**src/rtl/hdmi_roi_crop.sv**
```systemverilog
// rtl/hdmi_roi_crop.sv - ROI crop with optional 2x decimation to an RGB565 stream, plus active-size measurement

module hdmi_roi_crop #(
    parameter int                 X_WIDTH = 12,
    parameter int                 Y_WIDTH = 12,
    parameter logic [X_WIDTH-1:0] X_START = 12'd640,
    parameter logic [Y_WIDTH-1:0] Y_START = 12'd300,
    parameter logic [X_WIDTH-1:0] ROI_W   = 12'd640,
    parameter logic [Y_WIDTH-1:0] ROI_H   = 12'd480,
    parameter logic               DECIM   = 1'b0,
    parameter logic [X_WIDTH-1:0] H_EXP   = 12'd1920,
    parameter logic [Y_WIDTH-1:0] V_EXP   = 12'd1080
) (
    input  logic               pix_clk,
    input  logic               rst,
    input  logic               crop_en,
    input  logic               vs_in,
    input  logic               hs_in,
    input  logic               de_in,
    input  logic [7:0]         r_in,
    input  logic [7:0]         g_in,
    input  logic [7:0]         b_in,
    output logic               pix_valid,
    output logic [15:0]        pix_data,
    output logic               sof,
    output logic               eol,
    output logic               eof,
    output logic [X_WIDTH-1:0] h_meas,
    output logic [Y_WIDTH-1:0] v_meas,
    output logic               fmt_ok
);

    // End bounds carry one extra bit so a ROI touching the counter limit still compares correctly
    localparam logic [X_WIDTH:0] X_END = {1'b0, X_START} + {1'b0, ROI_W};
    localparam logic [Y_WIDTH:0] Y_END = {1'b0, Y_START} + {1'b0, ROI_H};
    localparam logic [X_WIDTH:0] X_LAST_W = (DECIM && !ROI_W[0]) ? X_END - (X_WIDTH+1)'(2)
                                                                 : X_END - (X_WIDTH+1)'(1);
    localparam logic [Y_WIDTH:0] Y_LAST_W = (DECIM && !ROI_H[0]) ? Y_END - (Y_WIDTH+1)'(2)
                                                                 : Y_END - (Y_WIDTH+1)'(1);
    localparam logic [X_WIDTH-1:0] X_LAST = X_LAST_W[X_WIDTH-1:0];
    localparam logic [Y_WIDTH-1:0] Y_LAST = Y_LAST_W[Y_WIDTH-1:0];
    localparam logic [X_WIDTH-1:0] X_MAX  = '1;
    localparam logic [Y_WIDTH-1:0] Y_MAX  = '1;
    localparam logic [X_WIDTH-1:0] X_ONE  = X_WIDTH'(1);
    localparam logic [Y_WIDTH-1:0] Y_ONE  = Y_WIDTH'(1);

    typedef enum logic {
        S_WAIT,
        S_RUN
    } state_t;

    state_t             state_q;
    state_t             state_d;
    logic               vs_d;
    logic               vs_d2;
    logic               de_d;
    logic               de_d2;
    logic [15:0]        pix_d;
    logic [X_WIDTH-1:0] x;
    logic [Y_WIDTH-1:0] y;

    logic               vs_rise;
    logic               de_fall;
    logic               in_x;
    logic               in_y;
    logic               on_grid;
    logic               keep;
    logic               sof_hit;
    logic               eol_hit;
    logic               eof_hit;
    logic [X_WIDTH-1:0] h_upd;
    logic               unused_ok;

    assign unused_ok = &{1'b0, hs_in, r_in[2:0], g_in[1:0], b_in[2:0]};

    // x and y index the pixel currently held in the first register stage
    assign vs_rise = vs_d & ~vs_d2;
    assign de_fall = de_d2 & ~de_d;
    assign in_x    = (x >= X_START) && ({1'b0, x} < X_END);
    assign in_y    = (y >= Y_START) && ({1'b0, y} < Y_END);
    assign on_grid = !DECIM || ((x[0] == X_START[0]) && (y[0] == Y_START[0]));
    assign keep    = (state_q == S_RUN) && de_d && in_x && in_y && on_grid;
    assign sof_hit = (x == X_START) && (y == Y_START);
    assign eol_hit = (x == X_LAST);
    assign eof_hit = eol_hit && (y == Y_LAST);
    assign h_upd   = de_fall ? x : h_meas;

    always_comb begin
        state_d = state_q;
        case (state_q)
            S_WAIT:  if (vs_rise && crop_en)  state_d = S_RUN;
            S_RUN:   if (vs_rise && !crop_en) state_d = S_WAIT;
            default: state_d = S_WAIT;
        endcase
    end

    always_ff @(posedge pix_clk) begin
        if (rst) begin
            state_q <= S_WAIT;
        end else begin
            state_q <= state_d;
        end
    end

    always_ff @(posedge pix_clk) begin
        if (rst) begin
            vs_d      <= 1'b0;
            vs_d2     <= 1'b0;
            de_d      <= 1'b0;
            de_d2     <= 1'b0;
            pix_d     <= '0;
            x         <= '0;
            y         <= '0;
            h_meas    <= '0;
            v_meas    <= '0;
            fmt_ok    <= 1'b0;
            pix_valid <= 1'b0;
            pix_data  <= '0;
            sof       <= 1'b0;
            eol       <= 1'b0;
            eof       <= 1'b0;
        end else begin
            vs_d  <= vs_in;
            vs_d2 <= vs_d;
            de_d  <= de_in;
            de_d2 <= de_d;
            pix_d <= {r_in[7:3], g_in[7:2], b_in[7:3]};

            if (vs_rise || de_fall) begin
                x <= '0;
            end else if (de_d && (x != X_MAX)) begin
                x <= x + X_ONE;
            end

            // vs_rise has priority so a line ending on the vsync edge is not counted into the new frame
            if (vs_rise) begin
                y <= '0;
            end else if (de_fall && (y != Y_MAX)) begin
                y <= y + Y_ONE;
            end

            if (de_fall) begin
                h_meas <= x;
            end
            if (vs_rise) begin
                v_meas <= y;
                fmt_ok <= (h_upd == H_EXP) && (y == V_EXP);
            end

            pix_valid <= keep;
            sof       <= keep && sof_hit;
            eol       <= keep && eol_hit;
            eof       <= keep && eof_hit;
            if (keep) begin
                pix_data <= pix_d;
            end
        end
    end

endmodule

```
**config.mk**
```make
export PLATFORM = sky130hd
export DESIGN_NAME = hdmi_roi_crop
export DESIGN_NICKNAME = d
export VERILOG_FILES = /design/src/rtl/hdmi_roi_crop.sv
export SDC_FILE = /design/constraint.sdc
export NUM_CORES = 1
export LEC_CHECK = 0
export CAP_MARGIN = 20
export CORE_MARGIN = 4
export CORE_UTILIZATION = 46
export DETAILED_ROUTE_END_ITERATION = 10
export PLACE_DENSITY_LB_ADDON = 0.2
export SYNTH_ARGS = -nofsm -noshare
export SYNTH_HDL_FRONTEND = slang
export SYNTH_SLANG_ARGS = --single-unit
```
**constraint.sdc**
```tcl
create_clock -name pix_clk -period 1.9 [get_ports pix_clk]
set_clock_uncertainty 0.15 [all_clocks]
set_input_delay 0.38 -clock pix_clk [delete_from_list [all_inputs] [get_ports pix_clk]]
set_output_delay 0.38 -clock pix_clk [all_outputs]
set_load 0.05 [all_outputs]
```
==> results of run 1 <==
==> state kept, by name, summed over array words and instances (netlist names), named ones only <==
register and count:
eof 1, v_meas 12, h_meas 12, vs_d 1, pix_d 16, sof 1, de_d 1, pix_valid 1
y 12, vs_d2 1, fmt_ok 1, pix_data 16, eol 1, de_d2 1, x 12
==> worst max path at each step <==
stage | start | endpoint | slack [ns] | cells past startpoint
3_5_place_dp | y[1] | y[1] | -0.008 | 6
2_1_floorplan | x[8] | pix_data[10] | 0.0003 | 6
6_report | y[11] | sof | 0.09 | 4
5_1_grt | y[11] | sof | 0.004 | 4
3_3_place_gp | y[1] | y[1] | 0.06 | 6
4_1_cts | y[0] | fmt_ok | 0.02 | 7
==> through the flow <==
step,hold WS (ns),util (%),power [W],TNS [ns]
2_1_floorplan,0.2735,-,0.002058,0
3_3_place_gp,0.2757,58.42,0.002134,0
3_5_place_dp,0.2865,58.42,0.002136,-0.008075
4_1_cts,0.2318,60.73,0.003307,0
5_1_grt,0.2576,61.51,0.003415,0
6_report,0.2560,61.51,0.003287,0
==> power by group through the flow <==
| stage | Combinational [W] | Clock [W] | Sequential [W] |
|---|---|---|---|
| after floorplan | 0.0000921 | 0 | 0.00197 |
| after global placement | 0.000168 | 0 | 0.00197 |
| after detailed placement | 0.000170 | 0 | 0.00197 |
| after CTS | 0.000171 | 0.00121 | 0.00192 |
| after global routing | 0.000191 | 0.00130 | 0.00193 |
| final | 0.000172 | 0.00119 | 0.00192 |
==> what timing repair did <==
item,CTS,global route
hold buffers,0,0
endpoints found under the setup margin,1,30
resized for setup,1,18
pin swaps,0,1
==> layer usage <==
layer | GRT usage [%] | wire [um] | vias to the layer above | part of all wire [%]
met4 | 6.618 | 144 | 0 | 1.6
met2 | 26.99 | 3894 | 88 | 45
met1 | 25.21 | 4213 | 1505 | 48
met5 | 0 | 0 | - | 0
met3 | 3.539 | 485 | 14 | 5.6
li1 | - | - | 1644 | -
==> layout make-up <==
cell class / instances / area, um2
clock inverters: 6 / 48.80
inverters: 13 / 48.80
flip-flops and latches: 90 / 1814
well taps: 102 / 127.6
multi-input cells: 294 / 1798
repair buffers: 105 / 862.1
clock buffers: 10 / 127.6
fillers: 723 / 3020
==> Yosys cell counts (2+ instances only) <==
cell type | instances | share of area, %
nand2_1 | 93 | 9.3
dfxtp_1 | 90 | 48
a21oi_1 | 38 | 5.0
nor2b_1 | 22 | 3.7
mux2i_1 | 19 | 5.0
nor2_1 | 15 | 1.5
inv_1 | 12 | 1.2
clkbuf_1 | 10 | 1.0
nor3_1 | 10 | 1.3
o21ai_0 | 9 | 1.2
nand3_1 | 8 | 1.1
buf_2 | 7 | 0.93
nand4_1 | 7 | 1.2
or3_1 | 6 | 1.0
nor4_1 | 5 | 0.83
or4_1 | 5 | 1.0
a31oi_1 | 4 | 0.66
ha_1 | 4 | 1.3
nor3b_1 | 4 | 0.80
o31ai_1 | 4 | 0.80
xnor2_1 | 4 | 0.93
a211oi_1 | 3 | 0.60
a31o_2 | 3 | 0.70
and4_1 | 3 | 0.70
buf_6 | 3 | 0.90
clkbuf_8 | 3 | 1.1
nand2b_1 | 3 | 0.50
and3_1 | 2 | 0.33
and4b_1 | 2 | 0.53
buf_1 | 2 | 0.20
buf_4 | 2 | 0.40
o211a_1 | 2 | 0.53
or2_2 | 2 | 0.33
==> cell families (layout without fill, tap and decap cells) <==
kind of cell / Yosys count / after routing / synth area share (%)
xor+xnor: 4 / 4 / 0.9298
flops: 90 / 90 / 47.82
compound gates: 72 / 72 / 12.32
buf+inv: 42 / 134 / 6.210
simple gates: 195 / 195 / 26.34
mux: 19 / 19 / 5.048
fa+ha+maj: 4 / 4 / 1.329
==> worst reg2reg max path, delay by kind of cell (launching register included) <==
kind	cells	cell delay, ns
simple gates	4	1.18
flops	1	0.39
==> flow_summary.yaml, run 1 <==
run_status:
  status: "complete, no violations"
critical_path:
  r2r_cells: 4
  slowest_stage: "or3_2"
  r2r_start: "y[11]"
  crit_family: "simple AND/OR/NAND/NOR gates"
  worstSetupPathType: "flip-flop to flip-flop"
  critPathArrivalTime_ns: 1.93
  cp-start-kind: "flip-flop"
  crit_chain: "nor3_4 -> nand4_1 -> or3_2 -> nor4_2"
  r2r_slack_ns: 0.09
  max_stage_delay_ns: 0.54
  crit_fanout: 4
  crit_buf_inv: 0
  crit_path_end_kind: "flip-flop"
  worstPathRequired_ns: 2.02
  rr_endpoint: "sof"
pwr:
  internal_power_w: 0.002482
  switching_share_pct: 24.48
  combPwrFrac_pct: 5.2
  p_clk_share_pct: 36.3
  seqPwrFrac_pct: 58.5
  powerDensity_nw_per_um2: 680.9
  p_switching_w: 0.0008046
  p_leak_nw: 1.797
  irDropWorstVdd_mv: 0.3194
route:
  viasPerCell: 5.244
  firstDrtPassIters: 5
  drc_errors: 0
  wl_per_cell_um: 14.09
  antenna_left: 0
  vias: 3251
  drt-total-wl_um: 8737
  drt_first_iter_violations: 114
sta:
  tightest_slew_ns: 0.4850
  setup_viol: 0
  fmax_mhz: 553.5
  worst_slack_ns: 0.09331
  finalHoldViolations: 0
  finalMaxSlewViolations: 0
  rsz0062_at_grt: "no"
  period_minus_slack_ns: 1.807
  relSlewSlack_pct: 67.67
  fin_crit_sh_pct: 95.09
place:
  finalWeightedCongestion: 0.8278
  post_dp_cell_area_um2: 4584
  portBuffers: 65
  dpl.hpwl_um: 6246
  place_ws_ns: -0.008075
  placed_cells: 604
synth:
  yosysUniqueCellTypes: 53
  ys_seq_area_share_pct: 47.82
  postSynthCellCount: 426
  synth_async_sr_flop_share_pct: 0
  ys.flop_type: "dfxtp_1"
  syn_area_per_cell_um2: 8.844
  ys_ff_latch: 90
  synth_edf_count: 0
  netlist_area_um2: 3767
  yosysWarnings: 0
  syn_nets: 460
floorplanning:
  std_cell_rows: 32
  start_util_pct: 48.01
  die_w_um: 98.50
  core_um2: 7848
  die_area_um2: 9702
  fp.dieH_um: 98.50
  io_pins: 75
finish:
  drive_gt1_share_pct: 25.29
  fin_nets: 547
  antennaDiodeCount: 0
  area_delta_synth_final_pct: 28.13
  final_common_cell: "nand2_1"
  final_area_um2: 4827
  final_cells: 620
  final_cell_mix: "nand2_1 (93), buf_4 (82), dfxtp_1 (80)"
clock_network:
  clk_pin_slew_ns: 0.09
  htree_levels: 3
  cts_max_path_buffers: 2
  postCtsSetupBuffers: 0
  clkLatencyLatePin_ns: 0.36
  clockRootBuffer: "clkbuf_8"
  numCtsBuffers: 9
  cts_sinks: 90
  cts_tree: "yes"
hold_path:
  hp-class: "input pin to flip-flop"
  min_path_cells: 3
  holdPathEnd: "pix_valid"
  hold_start: "rst"
global_route:
  grt_pass1_wl_um: 14260
  grt_usage_pct: 17.83
  grt_pass1_vias: 3020
  antenna_found_initial: 0
  grt_max_degree: 48
  overflow: 0
flow_run:
  drv_cap: 0
Power figures use the tool's default switching activity.
==> run 2, diff against run 1 <==
CORE_MARGIN = unset   (was 4)
SETUP_SLACK_MARGIN = 0.4   (was unset)
==> run 2 against run 1 <==
  * Sequential share of layout area fell by 3.7 points
  * Fmax rose by 1.9%
  * Clock power rose by 7%
  * Design area rose by 15%
  * Sequential power barely moved
  * Power rose by 2.5%
  * Critical endpoint is now pix_data[3]
  * First-iteration DRC count fell by 19%
  * Combinational power rose by 15%
  * Register-to-register slack improved by 0.03 ns
  * Worst hold slack got worse by 0.00058 ns
  * Critical path type unchanged
  * Largest power group unchanged
==> flow_summary.yaml, run 2 (synthesis results as in run 1) <==
run_status:
  status: "complete, no violations"
global_route:
  grt_max_degree: 33
  grt_pass1_vias: 3218
  overflow: 0
  grt_pass1_wl_um: 15730
  grt_usage_pct: 23.36
  antenna_found_initial: 0
critical_path:
  crit_family: "simple AND/OR/NAND/NOR gates"
  crit_fanout: 16
  crit_top_cell: "nor4_4"
  slowest_stage: "dfxtp_4"
  crit_buf_inv: 2
  crit_chain: "nor4_4 -> a2111oi_2 -> buf_4 -> nor4_4 -> buf_12 -> mux2i_1"
  critPathArrivalTime_ns: 1.91
  worstPathRequired_ns: 2.03
  crit_path_end_kind: "flip-flop"
  cp-start-kind: "flip-flop"
  worstSetupPathType: "flip-flop to flip-flop"
  max_stage_delay_ns: 0.39
clock_network:
  cts_sinks: 90
  numCtsBuffers: 9
  cts_tree: "yes"
  clk_pin_slew_ns: 0.10
  htree_levels: 3
  holdBufCountCts: 0
  cts_max_path_buffers: 2
  clockRootBuffer: "clkbuf_8"
  clkLatencyLatePin_ns: 0.36
finish:
  fin_nets: 573
  drive_gt1_share_pct: 40.99
  fillerInstances: 589
  final_cells: 646
  antennaDiodeCount: 0
  final_common_cell: "nand2_1"
  area_delta_synth_final_pct: 47.33
  largest_registers: "pix_d x16, pix_data x16"
  final_cell_mix: "nand2_1 (91), buf_4 (80), dfxtp_1 (63)"
place:
  dpl.hpwl_um: 6176
  placed_cells: 599
  finalWeightedCongestion: 0.8194
  portBuffers: 65
pwr:
  p_leak_nw: 2.099
  seqPwrFrac_pct: 56.4
  powerDensity_nw_per_um2: 607.1
  p_clk_share_pct: 37.7
  combPwrFrac_pct: 5.9
  irDropWorstVdd_mv: 0.4529
  p_switching_w: 0.0008705
  switching_share_pct: 25.84
  internal_power_w: 0.002499
sta:
  rsz0062_at_grt: "yes"
  fin_crit_sh_pct: 93.27
  relSlewSlack_pct: 76.36
  setup-tns-final_ns: 0
  tightest_slew_ns: 0.3516
  finalHoldViolations: 0
  finalMaxSlewViolations: 0
  fmax_mhz: 564.3
  period_minus_slack_ns: 1.772
  whs_ns: 0.2554
  setup_viol: 0
route:
  firstDrtPassIters: 5
  antenna_left: 0
  wl_per_cell_um: 15.27
  drt-total-wl_um: 9863
  drt_first_iter_violations: 92
  viasPerCell: 5.416
  drc_errors: 0
  vias: 3499
floorplanning:
  fp.dieH_um: 92.50
  die_area_um2: 8556
  io_pins: 75
  core_um2: 7807
  start_util_pct: 48.25
  die_w_um: 92.50
  std_cell_rows: 32
hold_path:
  hp-class: "input pin to flip-flop"
flow_run:
  drv_cap: 0
-- run 2: worst paths after layout --
path / startpoint / endpoint / slack [ns] / depth (start not counted)
max: y[5] / pix_data[3] / 0.13 / 6
min: rst / eol / 0.26 / 3
max reg2reg: y[5] / pix_data[3] / 0.13 / 6
min reg2reg: pix_d[6] / pix_data[6] / 0.29 / 2
-- run 2: worst register-to-register path: cells and delay by family (launching register included) --
kind,cells,cell delay (ns)
and+or+nand+nor,2,0.47
DFF,1,0.39
buffers and inverters,2,0.38
muxes,1,0.22
AOI/OAI and AO/OA,1,0.10
-- run 2: layer usage --
metal | vias up | part of all wire [%] | track usage, %
met1 | 1675 | 42 | 29.63
li1 | 1708 | - | -
met2 | 97 | 52 | 39.81
met4 | 0 | 1.8 | 8.333
met5 | - | 0 | 0
met3 | 19 | 4.7 | 3.941
-- run 2: area by class of cell --
class | count | area (um2) | share of cell area [%]
clock buffer | 9 | 123.9 | 2.232
clock inverter | 7 | 67.56 | 1.217
inverter | 13 | 57.56 | 1.037
multi-input combinational | 294 | 2128 | 38.35
sequential | 90 | 1883 | 33.93
tap | 102 | 127.6 | 2.299
timing repair buffer | 131 | 1162 | 20.94
-- run 2: what timing repair did --
action / CTS / global route
setup endpoints to repair: 47 / 57
hold endpoints to repair: 0 / 0
setup buffers: 19 / 11
pin swaps: 18 / 31
resized for setup: 75 / 72
gates cloned: 1 / 0
-- run 2: metrics by stage --
stage / setup WS (ns) / cell area [um2] / total power [W] / util [%]
6_report: 0.1278 / 5550 / 0.003369 / 71.09
5_1_grt: 0.03524 / 5550 / 0.003505 / 71.09
4_1_cts: 0.1286 / 5192 / 0.003395 / 66.51
3_5_place_dp: 0.01478 / 4586 / 0.002138 / 58.73
3_3_place_gp: 0.02203 / 4586 / 0.002135 / 58.73
2_1_floorplan: 0.01080 / 3855 / 0.002062 / -
-- run 2: power groups by stage --
stage	clock network, W	logic, W	registers (W)
final	0.00127	0.000198	0.00190
after global routing	0.00138	0.000215	0.00190
after CTS	0.00130	0.000186	0.00191
after detailed placement	0	0.000168	0.00197
after global placement	0	0.000166	0.00197
after floorplan	0	0.0000950	0.00197
==> run 3, diff against run 2 <==
CORE_ASPECT_RATIO = 0.6   (was unset)
==> run 3 against run 2 <==
  * Utilization grew 1.6 points
  * Fmax decreased by 3.7%
  * Count of clock-buffer cells in the layout unchanged
  * Critical path type unchanged
==> flow_summary.yaml, run 3 (synthesis results as in run 1) <==
clock_network:
  holdBufCountCts: 0
  clkLatencyLatePin_ns: 0.36
  cts_max_path_buffers: 2
  numCtsBuffers: 9
  clockRootBuffer: "clkbuf_16"
  cts_tree: "yes"
  cts_sinks: 90
  clk_pin_slew_ns: 0.07
  htree_levels: 3
critical_path:
  crit_path_end_kind: "flip-flop"
  worstPathRequired_ns: 2.02
  r2r_cells: 5
  critPathArrivalTime_ns: 1.96
  cp-start-kind: "flip-flop"
  r2r_start: "y[3]"
  crit_fanout: 16
  rr_endpoint: "pix_data[0]"
  r2r_slack_ns: 0.06
  worstSetupPathType: "flip-flop to flip-flop"
sta:
  period_minus_slack_ns: 1.840
  setup-tns-final_ns: 0
  setup_viol: 0
  finalHoldViolations: 0
  fmax_mhz: 543.4
  rsz0062_at_grt: "yes"
  fin_crit_sh_pct: 96.86
  finalMaxSlewViolations: 0
  worst_slack_ns: 0.05967
  relSlewSlack_pct: 65.58
  tightest_slew_ns: 0.5151
pwr:
  total_power_w: 0.003987
  powerDensity_nw_per_um2: 692.7
  p_leak_nw: 2.197
  irDropWorstVdd_mv: 0.6524
route:
  viasPerCell: 5.583
  drt-total-wl_um: 11860
  drc_errors: 0
  firstDrtPassIters: 5
  drt_first_iter_violations: 208
  vias: 3685
  antenna_left: 0
  wl_per_cell_um: 17.98
hold_path:
  hold_start: "rst"
  hp-class: "input pin to flip-flop"
  holdPathEnd: "v_meas[9]"
  min_path_cells: 2
floorplanning:
  fp.dieH_um: 72.10
  die_w_um: 118.8
  die_area_um2: 8568
  start_util_pct: 47.60
  io_pins: 75
  std_cell_rows: 25
  core_um2: 7914
global_route:
  antenna_found_initial: 0
  overflow: 0
  grt_usage_pct: 26.88
  grt_max_degree: 33
  grt_pass1_wl_um: 17580
  grt_pass1_vias: 3529
finish:
  final_cell_mix: "buf_4 (92), nand2_1 (91), dfxtp_1 (65)"
  utilization_pct: 72.73
  antennaDiodeCount: 0
  area_delta_synth_final_pct: 52.77
  final_cells: 660
  drive_gt1_share_pct: 41.30
  final_common_cell: "buf_4"
  largest_registers: "pix_d x16, pix_data x16"
  fin_nets: 581
place:
  finalWeightedCongestion: 0.8843
  portBuffers: 65
  dpl.hpwl_um: 6842
  placed_cells: 608
  place_ws_ns: -0.02485
flow_run:
  drv_cap: 0
run_status:
  status: "complete, no violations"
==> run 3: repair_timing <==
action                     4_1_cts  5_1_grt
gates resized for setup         92       47
cloned                           1        0
pin swaps                       29       32
setup endpoints to repair       45       51
setup buffers                   26        9
==> run 3: stage by stage <==
stage	area (um2)	hold slack, ns
after floorplan	3855	0.2735
after global placement	4628	0.2761
after detailed placement	4628	0.2819
after CTS	5499	0.2174
after global routing	5756	0.2357
final	5756	0.2267
==> run 3: cell type report <==
| cell class | instances | area [um2] |
|---|---|---|
| repair buffers | 139 | 1229 |
| clock inverters | 7 | 83.83 |
| flip-flops and latches | 90 | 1876 |
| fillers | 570 | 2158 |
| well taps | 108 | 135.1 |
| inverters | 13 | 57.56 |
| clock buffers | 9 | 225.2 |
| multi-input cells | 294 | 2150 |
==> run 3: how the worst max path moves through the flow <==
stage          slack, ns   from            to
6_report            0.06   y[3]   pix_data[0]
5_1_grt            -0.02   y[4]   pix_data[1]
4_1_cts             0.09   y[4]   pix_data[8]
3_5_place_dp       -0.02   y[3]   pix_data[8]
3_3_place_gp        0.06   y[3]           sof
2_1_floorplan       0.01  x[11]  pix_data[10]
==> run 3: where the power goes <==
| group | total, W | leakage, nW | switching [W] | internal (W) |
|---|---|---|---|---|
| combinational | 0.000212 | 1.30 | 0.000110 | 0.000102 |
| clock | 0.00187 | 0.149 | 0.000825 | 0.00105 |
| sequential | 0.00191 | 0.748 | 0.0000150 | 0.00189 |
==> run 3: metal layers <==
layer / share of wire (%) / GRT usage [%]
met5: 0 / 0
met4: 1.9 / 10.83
met3: 6.4 / 7.311
met2: 47 / 42.88
met1: 44 / 34.98
==> run 3: critical path, stage by stage, from the launching register on <==
cell,delay [ns]
dfxtp_4,0.43
a21oi_1,0.10
o211a_1,0.28
nor4_4,0.33
buf_12,0.22
mux2i_1,0.24
